==> config.mk <==
export PLATFORM = sky130hd
export DESIGN_NAME = spi_burst_ctrl
export DESIGN_NICKNAME = d
export VERILOG_FILES = /design/src/rtl/spi_burst_ctrl.sv
export SDC_FILE = /design/constraint.sdc
export NUM_CORES = 1
export LEC_CHECK = 0
export CAP_MARGIN = 10
export CORE_MARGIN = 2
export CORE_UTILIZATION = 40
export CTS_BUF_LIST = sky130_fd_sc_hd__clkbuf_8 sky130_fd_sc_hd__clkbuf_16
export CTS_CLUSTER_DIAMETER = 150
export DETAILED_ROUTE_END_ITERATION = 7
export HOLD_SLACK_MARGIN = 0.05
export PLACE_DENSITY = 0.58
export SKIP_LAST_GASP = 1
export SYNTH_ARGS = -nofsm -noshare
export SYNTH_HDL_FRONTEND = slang
export SYNTH_SLANG_ARGS = --single-unit
==> constraint.sdc <==
create_clock -name clk -period 4.45 [get_ports clk]
set_input_delay 0.89 -clock clk [delete_from_list [all_inputs] [get_ports clk]]
set_output_delay 0.89 -clock clk [all_outputs]
set_load 0.02 [all_outputs]
==> src/rtl/spi_burst_ctrl.sv <==
// spi_burst_ctrl: TX/RX FIFO-buffered controller that sequences words through an SPI master
module spi_burst_ctrl #(
  parameter int BITS = 8,
  parameter int DEPTH = 4,
  localparam int LW = $clog2(DEPTH) + 1
) (
  input  logic            clk,
  input  logic            rst,
  input  logic [BITS-1:0] tx_data,
  input  logic            tx_valid,
  output logic            tx_ready,
  output logic [BITS-1:0] rx_data,
  output logic            rx_valid,
  input  logic            rx_ready,
  output logic            spi_start,
  output logic [BITS-1:0] spi_tx_data,
  input  logic            spi_done,
  input  logic [BITS-1:0] spi_rx_data,
  output logic [LW-1:0]   tx_level,
  output logic [LW-1:0]   rx_level,
  output logic            busy,
  output logic            proto_err
);
  localparam int AW = $clog2(DEPTH);
  localparam logic [1:0] IDLE = 2'd0, START = 2'd1, WAIT = 2'd2;
  logic [1:0] state;
  logic [BITS-1:0] tx_mem [DEPTH];
  logic [BITS-1:0] rx_mem [DEPTH];
  logic [AW-1:0] tx_wp, tx_rp, rx_wp, rx_rp;
  logic tx_push, tx_pop, rx_push, rx_pop, launch;
  always_comb begin
    tx_ready = tx_level != LW'(DEPTH);
    rx_valid = rx_level != '0;
    tx_push = tx_valid && tx_ready;
    tx_pop = state == START;
    rx_push = state == WAIT && spi_done;
    rx_pop = rx_valid && rx_ready;
    launch = state == IDLE && tx_level != '0 && rx_level != LW'(DEPTH);
    spi_start = state == START;
    busy = state != IDLE;
    rx_data = rx_mem[rx_rp];
  end
  always_ff @(posedge clk) begin
    if (tx_push) tx_mem[tx_wp] <= tx_data;
    if (rx_push) rx_mem[rx_wp] <= spi_rx_data;
  end
  always_ff @(posedge clk) begin
    if (rst) begin
      state <= IDLE;
      spi_tx_data <= '0;
      tx_wp <= '0;
      tx_rp <= '0;
      rx_wp <= '0;
      rx_rp <= '0;
      tx_level <= '0;
      rx_level <= '0;
      proto_err <= 1'b0;
    end else begin
      tx_wp <= tx_wp + AW'(tx_push);
      tx_rp <= tx_rp + AW'(tx_pop);
      rx_wp <= rx_wp + AW'(rx_push);
      rx_rp <= rx_rp + AW'(rx_pop);
      tx_level <= tx_level + LW'(tx_push) - LW'(tx_pop);
      rx_level <= rx_level + LW'(rx_push) - LW'(rx_pop);
      proto_err <= proto_err || (spi_done && state != WAIT);
      if (launch) spi_tx_data <= tx_mem[tx_rp];
      state <= launch ? START : state == START ? WAIT : rx_push ? IDLE : state;
    end
  end
endmodule

======== Yosys cells after proc, flatten, opt, wreduce, memory -nomap -nowiden ========
Memory sizes are Yosys's and may differ from the RTL's. A register that Yosys moved wholly into a read port is not among the register bits.
Cells that the tools add are included.
storage, ports and cells
  bits in registers ....................... 17
  memory bits (writable) .................. 64
  input port bits ......................... 21
  output and inout bits ................... 27
  word-level logic and storage cells ...... 46
  memories ................................ 2
memories
  memory  depth  bits a word  read ports  clocked after memory_dff  wr ports  line  source
  rx_mem  4      8            1           1                         1         28    logic [BITS-1:0] rx_mem [DEPTH];
  tx_mem  4      8            1           1                         1         27    logic [BITS-1:0] tx_mem [DEPTH];
cells by class
  $add $sub $neg .......................... 8
  equality and inequality tests ........... 5
  muxes and demuxes ....................... 8
  reductions and logical operators ........ 14
operators by type and width
  operator                                                                count
  3-bit nonzero test                                                      3
  2-bit by 1-bit adder with 2-bit output                                  4
  3-bit by 1-bit adder with 3-bit output                                  2
  1-bit logical AND                                                       6
  2-bit two-way mux                                                       3
  3-bit inequality test (second input constant)                           2
  3-bit by 1-bit subtractor with 3-bit output                             2
  1-bit two-way mux                                                       5
  2-bit nonzero test                                                      2
  2-bit by 1-bit equality test with 1-bit output (second input constant)  1
  2-bit equality test (second input constant)                             1
  2-bit zero test                                                         1
  2-bit inequality test (second input constant)                           1
  2-bit OR reduction                                                      1
  1-bit logical OR                                                        1

======== Logic depth before layout (Yosys ltp) ========
Gate-level depths: netlist of the first run.
  depth after elaboration ................. 5
  mapped depth ............................ 10

======== Least setup slack after synthesis of the first run ========
Ideal clock, no wire load.
  kind .................................... register to register
  from .................................... register tx_level[2]
  to ...................................... register tx_level[2]
  library setup time ...................... 0.078 ns
  arrival ................................. 2.272 ns
  required time ........................... 4.372 ns
  slack ................................... 2.100 ns
  cell stages (with the launch flop) ...... 11
  buffers on the path ..................... 0
  clock period less this slack ............ 2.350 ns
  path through ............................ dfxtp_1 or3b_4 nand2_4 ha_1 inv_1 ha_1 inv_1 fa_1 xor2_1 and2_1 nor3_1
between the ends
  word-level cells in the longest chain between the ends .. 4
RTL lines
  element                                      line  source
  from (decl)                                  19    output logic [LW-1:0] tx_level,
  from (signal assigned)                       63    tx_level <= tx_level + LW'(tx_push) - LW'(tx_pop);
  3-bit inequality test                        32    tx_ready = tx_level != LW'(DEPTH);
  via tx_ready                                 11    output logic tx_ready,
  1-bit logical AND                            34    tx_push = tx_valid && tx_ready;
  3-bit by 1-bit adder with 3-bit output       63
  3-bit by 1-bit subtractor with 3-bit output  63
The timed path passes the listed nets, and every way through them passes these cells.
A chain may end at the register's enable or synchronous reset.

==> reports/qor.txt, run 1 <==
status: finished, final reports clean
num rows: 34
I/O Pins: 48
post-synthesis cell type count: 34
per-cell routed wire length: 16.1 µm
Syn Nets: 238
Req. time, crit path: 3.56 ns
Final WS setup: 1.33 ns
Netlist Area Pre-Place: 3490 µm²
register area share after synthesis: 0.695
pre-CTS setup slack: 1.55 ns
most numerous cell in the Yosys netlist: edfxtp_1
CTS max path bufs: 2
final setup fails: 0
largest area contributor in the netlist: edfxtp_1
Final Max Tran Viols: 0
IO Port Bufs: 47
chip height: 97.4 µm
number of antenna-violating nets in the routed design: 0
antenna cells: 0
GRT Resource Usage Total: 0.138
Highest Clock Rate: 320 MHz
Tightest Pin Transition: 0.948 ns
Vias: 1875
Post-synth EDFFs: 64
FF+latch count, synth: 89
# fillers: 746
Peak VDD IR: 0.000211 V
Final period util: 0.702
final worst path period need: 3.12 ns
dpl hpwl: 4.12 mm
most instantiated cells after synthesis: edfxtp_1, dfxtp_1, mux4_2
first-pass GRT wire length: 9.92 mm
Clock Skew: 0.00552 ns
Hold Vio Cnt, Final: 0
slew margin rel.: 0.366
placed cell areas: 4080 µm²
async set-or-reset flop fraction in the synthesized netlist: 0
Hold Path Class: register to register
Setup CP Type: register to output port
Post-CTS Setup Repair Bufs: 0
Main synth FF type: edfxtp_1
pin count of the biggest net entering global routing: 26
die footprint: 9480 µm²
Post-Syn Instances: 209
die width: 97.4 µm
gr ovfl total: 0
CTS Root Cell: clkbuf_8
RSZ-0062 raised after global routing: false
Arr. time, crit path: 2.23 ns
core area: 8590 µm²
Worst-Skew Late Latency: 0.35 ns
synth top area cells: edfxtp_1, dfxtp_1, mux4_2
drc violations: 0
PostCTS Resize Cnt: 0
clock-pin slew on the worst setup and hold paths: 0.08 ns
CP Max Fanout: 10
fin nets: 292
Initial Util: 0.406
vias in the first global route: 1924
CTS buffer count: 9
Final TNS setup: 0 ns
mean post-synth cell area: 16.7 µm²
Yosys top cell area share: 0.551
initial antenna violation count: 0
CTS tree: done
Final Cell Area: 4290 µm²
DR vias/cell: 4.99
Leak Pwr: 1.47 nW
Critical Path Source Type: register
total routed wirelength: 6.07 mm
share of layout cells above drive strength 1: 0.160
PD cells: 600 nW/µm²
htree depth: 3
DRT Pass-1 Iters: 4
max-cap violations: 0
Synth-to-Final Area Change: 23.2%
GP Congestion: 0.708
# clock sinks: 89
initial drt markers: 64
Setup crit end kind: output port
yosys warns: 0
hold buffers post-CTS: 0
## per-stage QoR
stage               power [mW]  hold WS [ns]  std cells  utilization
floorplan                 1.70         0.505        209            -
detailed placement        2.02         0.468        360        0.474
global placement          2.01         0.459        360        0.474
finish                    2.58         0.479        376        0.500
CTS                       2.62         0.481        376        0.500
global route              2.73         0.501        376        0.500
## state kept, by name, summed over array words and instances, names as in the netlist
name / flops
rx_mem: 32
tx_mem: 32
spi_tx_data: 8
rx_level: 3
tx_level: 3
rx_rp: 2
rx_wp: 2
state: 2
tx_rp: 2
tx_wp: 2
proto_err: 1
## logic make-up after synthesis
family          after synthesis  synth area share
flops                        89             0.695
xor+xnor                      8            0.0201
buf+inv                      16            0.0226
fa+ha+maj                     8            0.0330
compound gates               21            0.0377
mux                          16             0.103
simple gates                 51            0.0883
## layout make-up
cell class	count	area (µm²)	area share
Inverter	7	26.3	0.00612
Multi-Input combinational cell	104	985	0.229
Timing Repair Buffer	52	508	0.118
Clock buffer	9	124	0.0288
Sequential cell	89	2420	0.564
Tap cell	108	135	0.0315
Clock inverter	7	93.8	0.0219
## worst paths after layout
kind                                      from              to  slack [ns]  cells after the start
worst max-delay path                  rx_rp[0]      rx_data[5]        1.33                      2
worst min-delay path            spi_tx_data[4]  spi_tx_data[4]        0.48                      2
worst max register to register     tx_level[2]     tx_level[2]        2.17                     10
worst min register to register  spi_tx_data[4]  spi_tx_data[4]        0.48                      2
## cells in the final DEF, fill, tap and decap left out, drive strengths merged
cell type / netlist / routed
bufinv: 0 / 2
edfxtp: 64 / 64
nor2b: 7 / 7
mux4: 16 / 16
nor2: 12 / 12
fa: 2 / 2
or3: 2 / 2
nor3: 4 / 4
inv: 7 / 8
clkinvlp: 0 / 1
nand2b: 1 / 1
a21oi: 11 / 11
xor2: 3 / 3
clkdlybuf4s50: 0 / 47
dfxtp: 25 / 25
and3: 2 / 2
nand3b: 1 / 1
buf: 6 / 5
nand4: 8 / 8
xnor2: 5 / 5
o311ai: 1 / 1
o31ai: 9 / 9
clkinv: 0 / 3
or3b: 2 / 2
nand2: 5 / 5
and2: 1 / 1
clkbuf: 3 / 9
nand3: 2 / 2
nor3b: 4 / 4
ha: 6 / 6
## power breakdown
part	internal, mW	total (mW)	switching (mW)
registers	1.02	1.15	0.137
logic	0.432	0.828	0.396
clock network	0.316	0.598	0.281
total	1.76	2.58	0.814
## critical path, cell delays in order, from the launching register on
cell             delay (ns)
dfxtp_1                0.74
mux4_2                 0.59
clkdlybuf4s50_1        0.55
## layer usage
metal	part of all wire	wire, µm	track usage	vias to the layer above
met4	0.018	112	0.0705	0
met3	0.033	198	0.0281	9
li1	-	-	-	913
met1	0.43	2620	0.165	921
met5	0	0	0	-
met2	0.52	3130	0.238	32
(Power assumes the default switching activity.)
==> run 2, diff against run 1 <==
PLACE_DENSITY = 0.61   (was 0.58)
clock period = 2.5 ns   (was 4.45 ns; I/O delays follow)
==> run 2 against run 1 <==
  * Register-to-register slack got worse by 1.9 ns
  * Via count rose by 2.3%
  * Critical path depth rose by 1
  * Clock-buffer cell count did not move
  * Global-route usage fell by 0.66 points
  * Sequential cell count did not move
  * Sequential power rose by 76%
  * Non-clock buffer count rose by 8
  * Clock power rose by 65%
  * Clock skew rose by 0.0017 ns
  * Core utilization rose by 0.63 points
  * Largest cell class unchanged
  * Die area did not move
==> reports/qor.txt, run 2 (synthesis gave the netlist of run 1 again) <==
CTS buffer count: 9 (unchanged)
clock share of power: 0.217 (-0.015)
share of layout cells above drive strength 1: 0.192 (+0.0316)
Final WS setup: 0.0991 ns (-1.23 ns)
initial antenna violation count: 0 (unchanged)
initial drt markers: 44 (-31%)
gr ovfl total: 0 (unchanged)
CTS tree: done
# fillers: 755 (+1.2%)
htree depth: 3 (unchanged)
IO Port Bufs: 47 (unchanged)
GRT Resource Usage Total: 0.132 (-0.00660)
DR vias/cell: 4.99 (+0.16%)
Post-CTS Setup Repair Bufs: 0 (unchanged)
Synth-to-Final Area Change: 24.7%
Final Cell Area: 4350 µm² (+1.3%)
Clock Skew: 0.00720 ns (+0.00168 ns)
final setup fails: 0 (unchanged)
Tightest Pin Transition: 0.591 ns (-0.356 ns)
clock-pin slew on the worst setup and hold paths: 0.09 ns (about the same)
first-pass GRT wire length: 9.63 mm (-2.9%)
CTS max path bufs: 2 (unchanged)
placed cell areas: 4150 µm² (+1.8%)
final worst path period need: 2.40 ns
total routed wirelength: 5.86 mm (-3.4%)
switching share of power: 0.323 (+0.00718)
die footprint: 9480 µm² (unchanged)
die width: 97.4 µm (unchanged)
Highest Clock Rate: 417 MHz
Setup crit end kind: output port
commonest non-fill, non-tap cell in the layout: edfxtp_1
Flop pwr share: 0.445 (-0.002)
post-layout util: 0.506 (+0.00626)
chip height: 97.4 µm (unchanged)
antenna cells: 0 (unchanged)
CTS Root Cell: clkbuf_8
commonest cells after routing, fill and taps aside: edfxtp_1, clkdlybuf4s50_1, dfxtp_1, mux4_2, buf_4
core area: 8590 µm² (unchanged)
fin nets: 300 (+2.7%)
Initial Util: 0.406 (unchanged)
top flop regs: rx_mem (32), tx_mem (32), spi_tx_data (8)
Setup CP Type: register to output port
Seq. cell area: 2420 µm² (about the same)
GP Congestion: 0.697 (-1.6%)
Critical Path Source Type: register
dpl hpwl: 4.13 mm (+0.22%)
Hold Vio Cnt, Final: 0 (unchanged)
drc violations: 0 (unchanged)
max-cap violations: 0 (unchanged)
Vias: 1918 (+2.3%)
Req. time, crit path: 2.00 ns (-1.56 ns)
PD cells: 1040 nW/µm² (+74%)
number of antenna-violating nets in the routed design: 0 (unchanged)
pre-CTS setup slack: 0.0676 ns (-1.48 ns)
Pint: 3.08 mW (+74%)
multi-input logic area: 985 µm² (unchanged)
RSZ-0062 raised after global routing: false
hold buffers post-CTS: 0 (unchanged)
num rows: 34 (unchanged)
Final TNS setup: 0 ns (unchanged)
Logic pwr share: 0.338 (+0.017)
CP Max Fanout: 8 (-2)
vias in the first global route: 1975 (+2.7%)
per-cell routed wire length: 15.3 µm (-5.5%)
slew margin rel.: 0.605 (+0.239)
Peak VDD IR: 0.000376 V (+78%)
status: finished, final reports clean
Final Max Tran Viols: 0 (unchanged)
# clock sinks: 89 (unchanged)
Arr. time, crit path: 1.90 ns (-0.33 ns)
Final period util: 0.960
Worst-Skew Late Latency: 0.35 ns (about the same)
Hold Path Class: register to register
Switch Pwr: 1.47 mW (+80%)
Leak Pwr: 1.51 nW (+2.7%)
pin count of the biggest net entering global routing: 26 (unchanged)
I/O Pins: 48 (unchanged)
DRT Pass-1 Iters: 4 (unchanged)
run 2: metrics by stage:
step,std cells,hold WS [ns],power (mW)
global placement,368,0.454,3.62
CTS,384,0.472,4.61
detailed placement,368,0.459,3.64
floorplan,209,0.505,3.03
finish,384,0.468,4.54
global route,384,0.489,4.80
run 2: worst paths after layout:
kind / depth (start not counted) / to / slack, ns / start
setup / recovery: 3 / rx_data[5] / 0.1 / rx_rp[0]
hold / removal: 2 / spi_tx_data[0] / 0.47 / spi_tx_data[0]
setup reg to reg: 10 / tx_level[2] / 0.26 / tx_level[2]
hold reg to reg: 2 / spi_tx_data[0] / 0.47 / spi_tx_data[0]
run 2: worst max-delay path: stages (launching register included):
cell	delay, ns
dfxtp_2	0.37
buf_12	0.15
mux4_2	0.49
clkdlybuf4s50_1	0.54
run 2: final cells by class:
type                    count  share of cell area
inverters                   7             0.00604
clock buffers               9              0.0285
well taps                 108              0.0311
repair buffers             60               0.132
flip-flops and latches     89               0.557
clock inverters             7              0.0181
multi-input cells         104               0.226
run 2: power by group through the flow:
stage	Sequential, mW	Clock (mW)	Combinational (mW)
3_5_place_dp	2.06	0	1.58
6_report	2.02	0.985	1.54
5_1_grt	2.07	1.07	1.66
2_1_floorplan	2.08	0	0.944
4_1_cts	2.03	1.02	1.56
3_3_place_gp	2.06	0	1.56
run 2: routing by layer:
metal | track usage | part of all wire | vias to the layer above
met1 | 0.154 | 0.42 | 944
met5 | 0 | 0 | -
met3 | 0.0331 | 0.042 | 7
met2 | 0.229 | 0.53 | 39
met4 | 0.0588 | 0.0092 | 0
li1 | - | - | 928
run 2: what timing repair did:
action | CTS | global route
gates resized for setup | 4 | 1
setup endpoints to repair | 4 | 4
endpoints found under the hold margin | 0 | 0
==> run 3, diff against run 2 <==
CORE_UTILIZATION = 49   (was 40)
PLACE_DENSITY = 0.72   (was 0.61)
==> run 3 against run 2 <==
  * Critical path depth did not move
  * Combinational power about the same
  * First-iteration DRC count is 68% higher
  * Core utilization grew 13 points
  * Final area about the same
  * Global-route usage is 2.7 points higher
  * Clock power is 9.6% higher
  * Worst setup slack improved by 0.11 ns
  * Via count about the same
==> reports/qor.txt, run 3 (synthesis gave the netlist of run 1 again) <==
status: finished, final reports clean
Cell Count, Final, Fillers Out: 369 (-3.9%)
Switch Pwr: 1.46 mW (-0.31%)
Tightest Pin Transition: 0.574 ns (-0.0170 ns)
slowest stage cell, crit path: clkdlybuf4s50_1
initial drt markers: 74 (+68%)
first-pass GRT wire length: 8.97 mm (-6.8%)
Req. time, crit path: 2.00 ns (about the same)
crit-path max cell delay: 0.59 ns (+0.05 ns)
die footprint: 7800 µm² (-18%)
hold slack: 0.476 ns (+0.00766 ns)
CTS buffer count: 9 (unchanged)
Post-CTS Setup Repair Bufs: 0 (unchanged)
number of antenna-violating nets in the routed design: 0 (unchanged)
fin nets: 297 (-1.0%)
num rows: 30 (-12%)
gr ovfl total: 0 (unchanged)
share of layout cells above drive strength 1: 0.179 (-0.0125)
Hold Vio Cnt, Final: 0 (unchanged)
Final TNS setup: 0 ns (unchanged)
Setup crit end kind: output port
per-cell routed wire length: 15.6 µm (+2.2%)
Final Cell Area: 4340 µm² (about the same)
IO Port Bufs: 47 (unchanged)
Clock Skew: 0.00760 ns (+0.000398 ns)
Initial Util: 0.510 (+0.105)
Hold Path Class: register to register
vias in the first global route: 1818 (-7.9%)
clock-pin slew on the worst setup and hold paths: 0.08 ns (about the same)
antenna cells: 0 (unchanged)
r2r startpoint: tx_level[2]
placed cells: 353 (-4.1%)
Worst Setup SP: state[0]
RSZ-0062 raised after global routing: false
CTS tree: done
Setup CP Type: register to output port
cell family with most CP delay: buffers and inverters
Final Max Tran Viols: 0 (unchanged)
CTS Root Cell: clkbuf_8
pin count of the biggest net entering global routing: 26 (unchanged)
clock share of power: 0.232 (+0.015)
slew margin rel.: 0.615 (+0.00978)
total routed wirelength: 5.75 mm (-1.8%)
Peak VDD IR: 0.000508 V (+35%)
chip height: 88.3 µm (-9.3%)
# clock sinks: 89 (unchanged)
top flop regs: rx_mem (32), tx_mem (32), spi_tx_data (8)
I/O Pins: 48 (unchanged)
Vias: 1919 (+0.052%)
Final period util: 0.917 (-0.0431)
hold_sp: spi_tx_data[5]
core area: 6830 µm² (-21%)
# fillers: 507 (-33%)
CTS max path bufs: 2 (unchanged)
placed cell areas: 4110 µm² (-0.90%)
CP bufs+invs: 2 (unchanged)
die width: 88.3 µm (-9.3%)
crit-path cells: nor2b_1, buf_4, clkdlybuf4s50_1
CP Max Fanout: 6 (-2)
Worst-Skew Late Latency: 0.35 ns (about the same)
Critical Path Source Type: register
Highest Clock Rate: 436 MHz (+4.7%)
Pint: 3.17 mW (+2.9%)
final setup fails: 0 (unchanged)
PD cells: 1070 nW/µm² (+2.0%)
Synth-to-Final Area Change: 24.6% (about the same)
commonest non-fill, non-tap cell in the layout: edfxtp_1
final worst path period need: 2.29 ns (-0.108 ns)
initial antenna violation count: 0 (unchanged)
Logic pwr share: 0.328 (-0.010)
GP Congestion: 0.741 (+6.4%)
GRT Resource Usage Total: 0.158 (+0.0268)
drc violations: 0 (unchanged)
dpl hpwl: 3.99 mm (-3.4%)
DR vias/cell: 5.20 (+4.1%)
Arr. time, crit path: 1.79 ns (-0.11 ns)
Leak Pwr: 1.55 nW (+3.0%)
switching share of power: 0.316 (-0.00693)
Flop pwr share: 0.439 (-0.006)
DRT Pass-1 Iters: 4 (unchanged)
commonest cells after routing, fill and taps aside: edfxtp_1, clkdlybuf4s50_1, dfxtp_1, mux4_2
max-cap violations: 0 (unchanged)
htree depth: 3 (unchanged)
run 3: changes by cell type in the layout (fill, tap and decap cells not counted):
cell             change
bufinv_16            +1
inv_8                -1
clkdlybuf4s50_1      -4
inv_6                +2
dlymetal6s2s_1       +5
dlygate4sd2_1        -1
dfxtp_1              +1
buf_4                -3
dfxtp_2              -1
clkinvlp_4           -2
run 3: path summary, 6_finish.rpt:
path | to | slack (ns) | depth (start not counted)
setup / recovery | spi_start | 0.21 | 3
hold / removal | spi_tx_data[5] | 0.48 | 2
setup reg to reg | tx_level[2] | 0.23 | 10
hold reg to reg | spi_tx_data[5] | 0.48 | 2
run 3: cell type report:
class	count	area (µm²)	share of cell area
repair buffers	57	567	0.130
well taps	96	120	0.0276
multi-input cells	104	985	0.227
clock inverters	7	100	0.0230
flip-flops and latches	89	2420	0.558
clock buffers	9	124	0.0285
inverters	7	26.3	0.00605
run 3: metal layers:
metal / GRT usage / part of all wire
met2: 0.253 / 0.50
met4: 0.0730 / 0.015
met3: 0.0457 / 0.046
met5: 0 / 0
met1: 0.202 / 0.44
run 3: what timing repair did:
action	4_1_cts	5_1_grt
setup endpoints to repair	3	5
hold endpoints to repair	0	0
resized for setup	3	5
cloned	0	0
hold buffers	0	0
run 3: power groups by stage:
stage	logic, mW	registers, mW	clock network, mW
2_1_floorplan	0.944	2.08	0
3_3_place_gp	1.54	2.06	0
3_5_place_dp	1.56	2.07	0
4_1_cts	1.55	2.04	1.11
5_1_grt	1.65	2.07	1.17
6_report	1.52	2.03	1.08
run 3: per-stage QoR:
stage,util,power (mW),setup WS (ns)
2_1_floorplan,-,3.03,0.150
3_3_place_gp,0.602,3.60,0.0812
3_5_place_dp,0.602,3.63,0.0509
4_1_cts,0.634,4.70,0.000153
5_1_grt,0.636,4.90,0.104
6_report,0.636,4.63,0.207
run 3: worst register-to-register path: cells and delay by family (launching register included):
kind                     cells  cell delay [ns]
AND/OR/NAND/NOR              4             0.80
buffers and inverters        2             0.10
flip-flops                   1             0.43
adder cells (fa/ha/maj)      3             0.71
XOR/XNOR                     1             0.16
